**config.mk**
```make
export PLATFORM = sky130hd
export DESIGN_NAME = sprite_line_scheduler
export DESIGN_NICKNAME = d
export VERILOG_FILES = /design/src/rtl/sprite_line_scheduler.sv
export SDC_FILE = /design/constraint.sdc
export NUM_CORES = 1
export LEC_CHECK = 0
export CORE_MARGIN = 5
export CORE_UTILIZATION = 51
export DETAILED_ROUTE_END_ITERATION = 8
export PLACE_DENSITY = 0.86
export SLEW_MARGIN = 20
export SYNTH_ARGS = -nofsm -noshare
export SYNTH_HDL_FRONTEND = slang
export SYNTH_SLANG_ARGS = --single-unit
```
**constraint.sdc**
```tcl
create_clock -name clk -period 4.5 [get_ports clk]
set_input_delay 0.675 -clock clk [delete_from_list [all_inputs] [get_ports clk]]
set_output_delay 0.675 -clock clk [all_outputs]
set_load 0.03 [all_outputs]
```
**src/rtl/sprite_line_scheduler.sv**
```systemverilog
// Per-scanline sprite scheduler: during hblank picks up to SLOTS of the 4 dogs
// that cover the next line, then resolves pixel ownership from those slots.
module sprite_line_scheduler #(
  parameter int unsigned BOX_W = 48,
  parameter int unsigned BOX_H = 32,
  parameter int unsigned SLOTS = 2
) (
  input  logic       clk,
  input  logic       rst,
  input  logic       frame_tick,
  input  logic       line_start,
  input  logic [8:0] next_y,
  input  logic [9:0] posx0,
  input  logic [9:0] posx1,
  input  logic [9:0] posx2,
  input  logic [9:0] posx3,
  input  logic [8:0] posy0,
  input  logic [8:0] posy1,
  input  logic [8:0] posy2,
  input  logic [8:0] posy3,
  input  logic [9:0] px,
  input  logic       active,
  output logic       hit,
  output logic [1:0] hit_idx,
  output logic       scan_busy,
  output logic       scan_done,
  output logic       line_overflow,
  output logic [7:0] drop_count
);

  typedef enum logic [1:0] {IDLE, SCAN, COMMIT} state_t;

  state_t           state;
  logic [8:0]       y_q;
  logic [1:0]       scan_i;
  logic [2:0]       pend_cnt;
  logic             pend_ovf;
  logic [SLOTS-1:0] pend_valid;
  logic [SLOTS-1:0] act_valid;
  logic [1:0]       pend_idx [SLOTS];
  logic [1:0]       act_idx  [SLOTS];
  logic [9:0]       pend_x   [SLOTS];
  logic [9:0]       act_x    [SLOTS];

  logic [9:0] cur_x;
  logic [8:0] cur_y;
  logic       v_hit;
  logic       slot_free;
  logic       drop_now;
  logic       found;
  logic [1:0] win_idx;

  always_comb begin
    case (scan_i)
      2'd0:    begin cur_x = posx0; cur_y = posy0; end
      2'd1:    begin cur_x = posx1; cur_y = posy1; end
      2'd2:    begin cur_x = posx2; cur_y = posy2; end
      default: begin cur_x = posx3; cur_y = posy3; end
    endcase
  end

  // 10-bit compare so a box near the bottom of the 9-bit Y range does not wrap
  assign v_hit     = ({1'b0, y_q} >= {1'b0, cur_y}) &&
                     ({1'b0, y_q} <  ({1'b0, cur_y} + 10'(BOX_H)));
  assign slot_free = pend_cnt < 3'(SLOTS);
  assign drop_now  = (state == SCAN) && !line_start && v_hit && !slot_free;

  assign scan_busy = (state != IDLE);
  // a restart arriving in COMMIT aborts the commit, so the pulse is withheld
  assign scan_done = (state == COMMIT) && !line_start && !rst;

  always_ff @(posedge clk) begin
    if (rst) begin
      state         <= IDLE;
      y_q           <= '0;
      scan_i        <= '0;
      pend_cnt      <= '0;
      pend_ovf      <= 1'b0;
      pend_valid    <= '0;
      act_valid     <= '0;
      line_overflow <= 1'b0;
      for (int unsigned s = 0; s < SLOTS; s++) begin
        pend_idx[s] <= '0;
        pend_x[s]   <= '0;
        act_idx[s]  <= '0;
        act_x[s]    <= '0;
      end
    end else if (line_start) begin
      state      <= SCAN;
      y_q        <= next_y;
      scan_i     <= 2'd3;
      pend_cnt   <= '0;
      pend_ovf   <= 1'b0;
      pend_valid <= '0;
    end else begin
      case (state)
        SCAN: begin
          if (v_hit) begin
            if (slot_free) begin
              for (int unsigned s = 0; s < SLOTS; s++) begin
                if (3'(s) == pend_cnt) begin
                  pend_valid[s] <= 1'b1;
                  pend_idx[s]   <= scan_i;
                  pend_x[s]     <= cur_x;
                end
              end
              pend_cnt <= pend_cnt + 3'd1;
            end else begin
              pend_ovf <= 1'b1;
            end
          end
          if (scan_i == 2'd0) state  <= COMMIT;
          else                scan_i <= scan_i - 2'd1;
        end
        COMMIT: begin
          act_valid     <= pend_valid;
          line_overflow <= pend_ovf;
          for (int unsigned s = 0; s < SLOTS; s++) begin
            act_idx[s] <= pend_idx[s];
            act_x[s]   <= pend_x[s];
          end
          state <= IDLE;
        end
        default: state <= IDLE;
      endcase
    end
  end

  always_ff @(posedge clk) begin
    if (rst)                                    drop_count <= '0;
    else if (frame_tick)                        drop_count <= {7'd0, drop_now};
    else if (drop_now && drop_count != 8'hFF)   drop_count <= drop_count + 8'd1;
  end

  // slots fill in priority order, so the first match is the highest dog index
  always_comb begin
    found   = 1'b0;
    win_idx = '0;
    for (int unsigned s = 0; s < SLOTS; s++) begin
      if (!found && act_valid[s] &&
          ({1'b0, px} >= {1'b0, act_x[s]}) &&
          ({1'b0, px} <  ({1'b0, act_x[s]} + 11'(BOX_W)))) begin
        found   = 1'b1;
        win_idx = act_idx[s];
      end
    end
  end

  always_ff @(posedge clk) begin
    if (rst) begin
      hit     <= 1'b0;
      hit_idx <= '0;
    end else begin
      hit     <= active && found;
      hit_idx <= (active && found) ? win_idx : 2'd0;
    end
  end

endmodule

```
==> impl_table.tex, run 1 <==
\begin{tabular}{lr}
\hline
Metric & Value \\
\hline
\multicolumn{2}{l}{\textbf{Outcome}} \\
Outcome & complete, no violations \\
\multicolumn{2}{l}{\textbf{Layout}} \\
Number of antenna repair diodes & 0 \\
Register Area & 0.00210 sq mm \\
Filler Cell Count & roughly 700 \\
Utilization of the core after routing & approximately two thirds \\
Area growth from synthesis to layout & 29.4\% \\
Commonest cells after routing, fill and taps aside & clkdlybuf4s50\_1 (113), ha\_1 (55), nor2\_1 (53) \\
Post-route standard cell area excluding fillers & approximately 0.0064 sq mm \\
Net total in the final layout & 758 \\
Most common library cell in the layout ignoring fill and taps & clkdlybuf4s50\_1 \\
Footprint of the multi-input gates & 0.00259 sq mm \\
Share of cells above drive strength 1 & roughly 5.4\% \\
\multicolumn{2}{l}{\textbf{Routing}} \\
Total number of vias & roughly 4.1k \\
Detailed Route Iter0 Violations & 226 \\
Routed wire per std cell & 15.8 um \\
DRC Markers & 0 \\
First-pass detailed-route iteration total & 8 \\
DRT antenna net count & 0 \\
Final Routed Wirelength & about 12 mm \\
Vias per cell & $\sim$5.6 \\
\multicolumn{2}{l}{\textbf{Run}} \\
Count of max-cap constraint violations & 0 \\
\multicolumn{2}{l}{\textbf{Yosys}} \\
Synth area leader & edfxtp\_1 \\
Synth warn & 0 \\
Fraction of the yosys area taken by sequential cells & about 43\% \\
Synth Area per Inst & 10.1 sq um \\
Most used flip-flop cell after synthesis & edfxtp\_1 \\
Area share of the largest cell type after synthesis & 29.3\% \\
Register bit count reported by yosys & 81 \\
Instance count of the mapped netlist & 488 \\
Cell types occupying the most area after synthesis & edfxtp\_1 (29\%), ha\_1 (15\%), dfxtp\_1 (13\%), nor2\_1 (4.0\%), a222oi\_1 (3.9\%) \\
Async SR Flop Fraction & 0\% \\
Count of distinct cell types in the synthesized netlist & 56 \\
Syn Std Cell Area & about 0.0049 sq mm \\
Net Count, Synth & 645 \\
Count of flip-flops with a built-in enable after synthesis & 48 \\
\multicolumn{2}{l}{\textbf{STA}} \\
Unrepaired setup endpoints after global routing & false \\
Period utilisation layout & about nine tenths \\
Count of final max-slew check failures & 0 \\
Worst-case setup margin in the final layout & around 0.45 ns \\
Min Hold Slack & 0.454 ns \\
Hold Vio Cnt, Final & 0 \\
Sum of negative setup slack & 0 ns \\
Final setup violation count & 0 \\
Slew of the pin with the lowest slew margin & 0.956 ns \\
Final period demand of the worst path & around 4.1 ns \\
Relative slew margins & around 36\% \\
Fmax & 247 MHz \\
Layout Skew & around 0.011 ns \\
\multicolumn{2}{l}{\textbf{Pwr}} \\
Maximum vdd ir drop & roughly 160 uV \\
Power density over cell area & 266 mW/mm\^{}2 \\
Static leakage power & $\sim$2.5 nW \\
\multicolumn{2}{l}{\textbf{Floorplan}} \\
Starting density of the core & a little over half \\
Total I/O pin count & roughly 110 \\
Floorplan die area & between 0.01 and 0.015 sq mm \\
Core region area & roughly 0.0093 sq mm \\
Height of the die & $\sim$110 um \\
Die extent in x & $\sim$110 um \\
Rows & 35 \\
\multicolumn{2}{l}{\textbf{Place}} \\
Routability congestion estimate from global placement & roughly 0.84 \\
Count of buffers from port buffering & 113 \\
Worst setup slack before clock tree synthesis & $\sim$0.32 ns \\
Placement-stage cell area & approximately 0.0062 sq mm \\
Placed wire-length estimate after detailed placement & approximately 9.5 mm \\
\multicolumn{2}{l}{\textbf{Worst setup path}} \\
Critical path launch point type & flip-flop \\
Largest stage delay, worst path & approximately 0.43 ns \\
Most Frequent Cell on Critical Path & ha\_1 \\
Arrival @ worst endpoint & around 4.2 ns \\
Highest fanout seen on the critical path & 19 \\
Required time reported for the critical path endpoint & around 4.7 ns \\
Slowest cell on crit path & ha\_2 \\
Category of the most critical setup path & reg -> reg \\
Capturing element type of the critical path & flip-flop \\
Cell chain of the critical path & inv\_1 > ha\_2 > a222oi\_1 > a21oi\_1 > ha\_1 > xnor2\_1 > ha\_1 > a22o\_1 > nor4\_2 > a32oi\_1 > a221oi\_2 > buf\_4 > o211ai\_1 > nor2\_1 \\
\multicolumn{2}{l}{\textbf{Clocking}} \\
Worst-case clock buffer depth & 2 \\
H-tree Lvls & 3 \\
Worst-skew pair later-pin latency & roughly 0.35 ns \\
Total clock buffers created by CTS & 9 \\
Cts hold-fix bufs & 0 \\
Clock-pin slew reported for the worst setup and hold paths after clock tree synthesis & 0.08 ns \\
Clk sinks & 81 \\
CTS tree & yes \\
CTS Root Buffer Type & clkbuf\_8 \\
\multicolumn{2}{l}{\textbf{GRT}} \\
Number of global-route vias before repair & $\sim$4.2k \\
First-pass GRT wire length & around 19 mm \\
GRT Residual Overflow & 0 \\
All-layer global routing usage & between 20\% and 30\% \\
Initial antenna violation count & 0 \\
Largest net degree at the start of global routing & 28 \\
\multicolumn{2}{l}{\textbf{Hold path}} \\
Class of the tightest hold or removal check & reg -> reg \\
\hline
\end{tabular}
[cell families (layout without fill, tap and decap cells)]
| group | after synthesis | count (layout) | share of synthesized area, % |
|---|---|---|---|
| simple gates | 150 | 150 | 15.5 |
| buf+inv | 57 | 175 | 4.58 |
| compound gates | 118 | 118 | 17.9 |
| flops | 81 | 81 | 42.7 |
| mux | 13 | 13 | 2.65 |
| fa+ha+maj | 57 | 57 | 14.5 |
| xor+xnor | 12 | 12 | 2.14 |
[layout make-up]
class                   count  area share [%]
clock buffers               9            1.95
inverters                  40            2.36
multi-input cells         350            40.8
flip-flops and latches     81            33.0
clock inverters             7           0.865
well taps                 129            2.54
repair buffers            119            18.5
[registers in the layout, summed over array words and instances (netlist names), 3 cells and up]
name	count
act_x	20
pend_x	20
y_q	9
drop_count	8
act_idx	4
pend_idx	4
pend_cnt	3
[cells in the mapped netlist, types with 2 or more instances]
cell	number
ha_1	57
nor2_1	53
edfxtp_1	48
inv_1	39
dfxtp_1	33
a21oi_1	31
and2_1	26
nand2_1	23
a222oi_1	19
clkbuf_1	14
mux2i_1	13
o21ai_0	11
xnor2_1	10
nor2b_1	9
nand3_1	8
o2111ai_1	6
o211ai_1	6
o21a_1	6
a211oi_1	5
o31ai_1	5
a21o_1	4
a22o_1	4
and3_1	4
or3_1	4
a21boi_0	3
nand2b_1	3
nand4_1	3
or2_2	3
or4_1	3
a2111oi_0	2
a32oi_1	2
nand3b_1	2
nand4b_1	2
nor3_1	2
o211a_1	2
o41ai_1	2
xor2_1	2
[power by group]
| group | leakage (nW) | total [mW] | switching (mW) | internal [mW] |
|---|---|---|---|---|
| sequential | 0.763 | 0.825 | 0.0153 | 0.810 |
| clock | 0.0810 | 0.475 | 0.272 | 0.204 |
| combinational | 1.70 | 0.393 | 0.193 | 0.200 |
[worst max-delay path: cells and delay by family, from the launching register on]
kind            cells  cell delay (ns)
compound gates      6             1.69
fa+ha+maj           3             0.97
simple gates        2             0.43
flops               1             0.35
buf+inv             2             0.31
xor+xnor            1             0.14
[final timing paths]
kind	startpoint	to	slack (ns)	cells after the start
min reg2reg	pend_ovf	pend_ovf	0.45	2
max reg2reg	scan_i[1]	pend_x[0][18]	0.45	14
min	pend_ovf	pend_ovf	0.45	2
max	scan_i[1]	pend_x[0][18]	0.45	14
[metrics by stage]
step	cells	power (mW)
after detailed placement	719	1.23
after floorplan	488	1.07
after global placement	719	1.22
after global routing	735	1.78
after CTS	735	1.70
final	735	1.69
[per-layer routing]
metal / share of wire [%] / vias up / wire [um] / global-route usage, %
li1: - / 2045 / - / -
met1: 40 / 1877 / 4680 / 23.8
met2: 50 / 134 / 5760 / 35.4
met3: 7.0 / 26 / 809 / 6.09
met4: 3.1 / 0 / 360 / 9.20
met5: 0 / - / 0 / 0
[repair_timing]
action	CTS	global route
buffers inserted	0	0
setup endpoints to repair	0	48
resized for setup	0	2
Note: power is estimated with default switching activity, not from simulation.
==> run 2, diff against run 1 <==
--- a/config.mk
+++ b/config.mk
@@ -8,6 +8,7 @@
 export CORE_MARGIN = 5
 export CORE_UTILIZATION = 51
 export DETAILED_ROUTE_END_ITERATION = 8
+export HOLD_SLACK_MARGIN = 0.03
 export PLACE_DENSITY = 0.86
 export SLEW_MARGIN = 20
 export SYNTH_ARGS = -nofsm -noshare
==> results of run 2 <==
Final layout, timing and power as in run 1 (identical DEF).
==> run 3, diff against run 2 <==
--- a/config.mk
+++ b/config.mk
@@ -9,7 +9,7 @@
 export CORE_UTILIZATION = 51
 export DETAILED_ROUTE_END_ITERATION = 8
 export HOLD_SLACK_MARGIN = 0.03
-export PLACE_DENSITY = 0.86
+export PLACE_DENSITY = 0.81
 export SLEW_MARGIN = 20
 export SYNTH_ARGS = -nofsm -noshare
 export SYNTH_HDL_FRONTEND = slang
==> impl_table.tex, run 3 (synthesis gave the netlist of run 1 again) <==
\begin{tabular}{lr}
\hline
Metric & Value \\
\hline
\multicolumn{2}{l}{\textbf{Place}} \\
Placed wire-length estimate after detailed placement & 9.41 mm (-0.65\%) \\
Count of buffers from port buffering & 113 (unchanged) \\
Routability congestion estimate from global placement & 0.876 (+4.9\%) \\
\multicolumn{2}{l}{\textbf{STA}} \\
Hold Vio Cnt, Final & 0 (unchanged) \\
Period utilisation layout & 88.4\% (-1.6 points) \\
Slew of the pin with the lowest slew margin & 0.864 ns (-0.0913 ns) \\
Relative slew margins & 42.1\% (+6.1 points) \\
Count of final max-slew check failures & 0 (unchanged) \\
Sum of negative setup slack & 0 ns (unchanged) \\
Unrepaired setup endpoints after global routing & false \\
Final setup violation count & 0 (unchanged) \\
Layout Skew & 0.0151 ns (+0.00436 ns) \\
Final period demand of the worst path & 3.98 ns (-0.0739 ns) \\
Fmax & 251 MHz (+1.9\%) \\
\multicolumn{2}{l}{\textbf{Clocking}} \\
Clk sinks & 81 (unchanged) \\
CTS Root Buffer Type & clkbuf\_8 \\
Total clock buffers created by CTS & 9 (unchanged) \\
Number of gates given a new drive strength after cts & 0 (unchanged) \\
Worst-skew pair later-pin latency & 0.35 ns (about the same) \\
Clock-pin slew reported for the worst setup and hold paths after clock tree synthesis & 0.08 ns (about the same) \\
Cts hold-fix bufs & 0 (unchanged) \\
Worst-case clock buffer depth & 2 (unchanged) \\
CTS tree & yes \\
H-tree Lvls & 3 (unchanged) \\
Post-CTS repair timing setup buffer count & 0 (unchanged) \\
\multicolumn{2}{l}{\textbf{GRT}} \\
Initial antenna violation count & 0 (unchanged) \\
Number of global-route vias before repair & 4161 (+0.024\%) \\
Largest net degree at the start of global routing & 25 (-11\%) \\
GRT Residual Overflow & 0 (unchanged) \\
First-pass GRT wire length & 19.2 mm (+0.76\%) \\
All-layer global routing usage & 20.6\% (-0.021 points) \\
\multicolumn{2}{l}{\textbf{Worst setup path}} \\
Category of the most critical setup path & reg -> reg \\
Required time reported for the critical path endpoint & 4.49 ns (-0.19 ns) \\
Largest stage delay, worst path & 0.43 ns (about the same) \\
Cell chain of the critical path & inv\_1 > ha\_1 > a222oi\_1 > a21oi\_1 > ha\_1 > xnor2\_1 > ha\_1 > a22o\_1 > nor4\_2 > a32oi\_1 > a221oi\_2 > and2\_1 > a21o\_1 \\
Worst reg2reg path startpoint & scan\_i[1] \\
Worst R2R End & pend\_x[0][2] \\
Critical path launch point type & flip-flop \\
Highest fanout seen on the critical path & 12 (-7) \\
Worst reg-to-reg path cell count & 13 (-1) \\
Capturing element type of the critical path & flip-flop \\
Reg-to-reg setup timing slack & 0.52 ns (+0.07 ns) \\
Most Frequent Cell on Critical Path & ha\_1 \\
Slowest cell on crit path & a21o\_1 \\
Destination of the critical timing path & pend\_x[0][2] \\
Arrival @ worst endpoint & 3.97 ns (-0.26 ns) \\
Worst setup startpoint & scan\_i[1] \\
\multicolumn{2}{l}{\textbf{Routing}} \\
Routed wire per std cell & 15.8 um (-0.17\%) \\
Vias per cell & 5.59 (+0.73\%) \\
First-pass detailed-route iteration total & 9 (+1) \\
DRT antenna net count & 0 (unchanged) \\
Detailed Route Iter0 Violations & 347 (+54\%) \\
DRC Markers & 0 (unchanged) \\
Total number of vias & 4123 (+1.0\%) \\
Final Routed Wirelength & 11.6 mm (+0.10\%) \\
\multicolumn{2}{l}{\textbf{Floorplan}} \\
Floorplan die area & 0.0117 sq mm (unchanged) \\
Total I/O pin count & 114 (unchanged) \\
Starting density of the core & 52.7\% (unchanged) \\
Die extent in x & 108 um (unchanged) \\
Height of the die & 108 um (unchanged) \\
Core region area & 0.00933 sq mm (unchanged) \\
Rows & 35 (unchanged) \\
\multicolumn{2}{l}{\textbf{Pwr}} \\
Maximum vdd ir drop & 176 uV (+9.2\%) \\
Logic gate share of total power & 22.7\% (-0.5 points) \\
Power density over cell area & 273 mW/mm\^{}2 (+2.6\%) \\
Part of the total power dissipated in the clock network & 30.1\% (+2.0 points) \\
Switching power summed over all nets & 0.451 mW (-6.1\%) \\
Internal power consumption & 1.30 mW (+6.8\%) \\
Power, Total & 1.75 mW (+3.1\%) \\
Part of the power in registers & 47.2\% (-1.5 points) \\
Fraction of power spent switching nets & 25.8\% (-2.5 points) \\
Static leakage power & 2.58 nW (+1.5\%) \\
\multicolumn{2}{l}{\textbf{Hold path}} \\
Class of the tightest hold or removal check & reg -> reg \\
\multicolumn{2}{l}{\textbf{Layout}} \\
Share of cells above drive strength 1 & 5.10\% (-0.35 points) \\
Net total in the final layout & 760 (+0.26\%) \\
Commonest cells after routing, fill and taps aside & clkdlybuf4s50\_1 (113), ha\_1 (57), nor2\_1 (53) \\
Area growth from synthesis to layout & 30.2\% \\
Most common library cell in the layout ignoring fill and taps & clkdlybuf4s50\_1 \\
Filler Cell Count & 748 (+4.2\%) \\
Largest registers & act\_x: 20 flops, pend\_x: 20 flops, y\_q: 9 flops \\
Number of antenna repair diodes & 0 (unchanged) \\
\multicolumn{2}{l}{\textbf{Outcome}} \\
Outcome & complete, no violations \\
\multicolumn{2}{l}{\textbf{Run}} \\
Count of max-cap constraint violations & 0 (unchanged) \\
\hline
\end{tabular}
run 3: layer usage:
metal	GRT usage (%)	wire length [um]	vias to the layer above	share of wire, %
li1	-	-	2039	-
met1	25.0	4780	1911	41
met2	35.0	5760	151	50
met3	5.37	761	22	6.5
met4	7.94	326	0	2.8
met5	0	0	-	0
run 3: per-stage QoR:
stage,area (sq um),hold slack [ns],setup WS (ns),util [%],cells
final,6400,0.450,0.522,68.6,737
after global routing,6400,0.501,0.227,68.6,737
after CTS,6400,0.451,0.524,68.6,737
after detailed placement,6190,0.438,0.247,66.4,721
after global placement,6190,0.444,0.384,66.4,721
after floorplan,4920,0.426,0.768,-,488
run 3: critical path, delay by kind of cell, from the launching register on:
kind,cells,cell delay [ns]
xor gates and xnor gates,1,0.17
and+or+nand+nor,2,0.33
buffers and inverters,1,0.12
DFF,1,0.40
adders and majority gates,3,0.80
AOI/OAI and AO/OA,6,1.82
run 3: area by class of cell:
| type | count | area (sq um) | area share [%] |
|---|---|---|---|
| timing repair buffer | 121 | 1190 | 18.6 |
| clock inverter | 1 | 6.26 | 0.0978 |
| sequential | 81 | 2100 | 32.8 |
| multi-input combinational | 350 | 2590 | 40.5 |
| clock buffer | 15 | 199 | 3.11 |
| tap | 129 | 161 | 2.52 |
| inverter | 40 | 150 | 2.35 |
run 3: power by group through the flow:
| stage | registers (mW) | clock network (mW) | logic [mW] |
|---|---|---|---|
| after global placement | 0.841 | 0 | 0.379 |
| after floorplan | 0.835 | 0 | 0.233 |
| final | 0.824 | 0.526 | 0.396 |
| after CTS | 0.825 | 0.535 | 0.394 |
| after global routing | 0.827 | 0.567 | 0.439 |
| after detailed placement | 0.842 | 0 | 0.391 |
run 3: worst min path at each step:
| stage | slack (ns) | start | depth (start not counted) | endpoint |
|---|---|---|---|---|
| after floorplan | 0.43 | pend_ovf | 2 | pend_ovf |
| after global placement | 0.44 | pend_ovf | 2 | pend_ovf |
| after detailed placement | 0.44 | pend_ovf | 2 | pend_ovf |
| after CTS | 0.45 | pend_ovf | 2 | pend_ovf |
| after global routing | 0.50 | pend_ovf | 2 | pend_ovf |
| final | 0.45 | pend_ovf | 2 | pend_ovf |
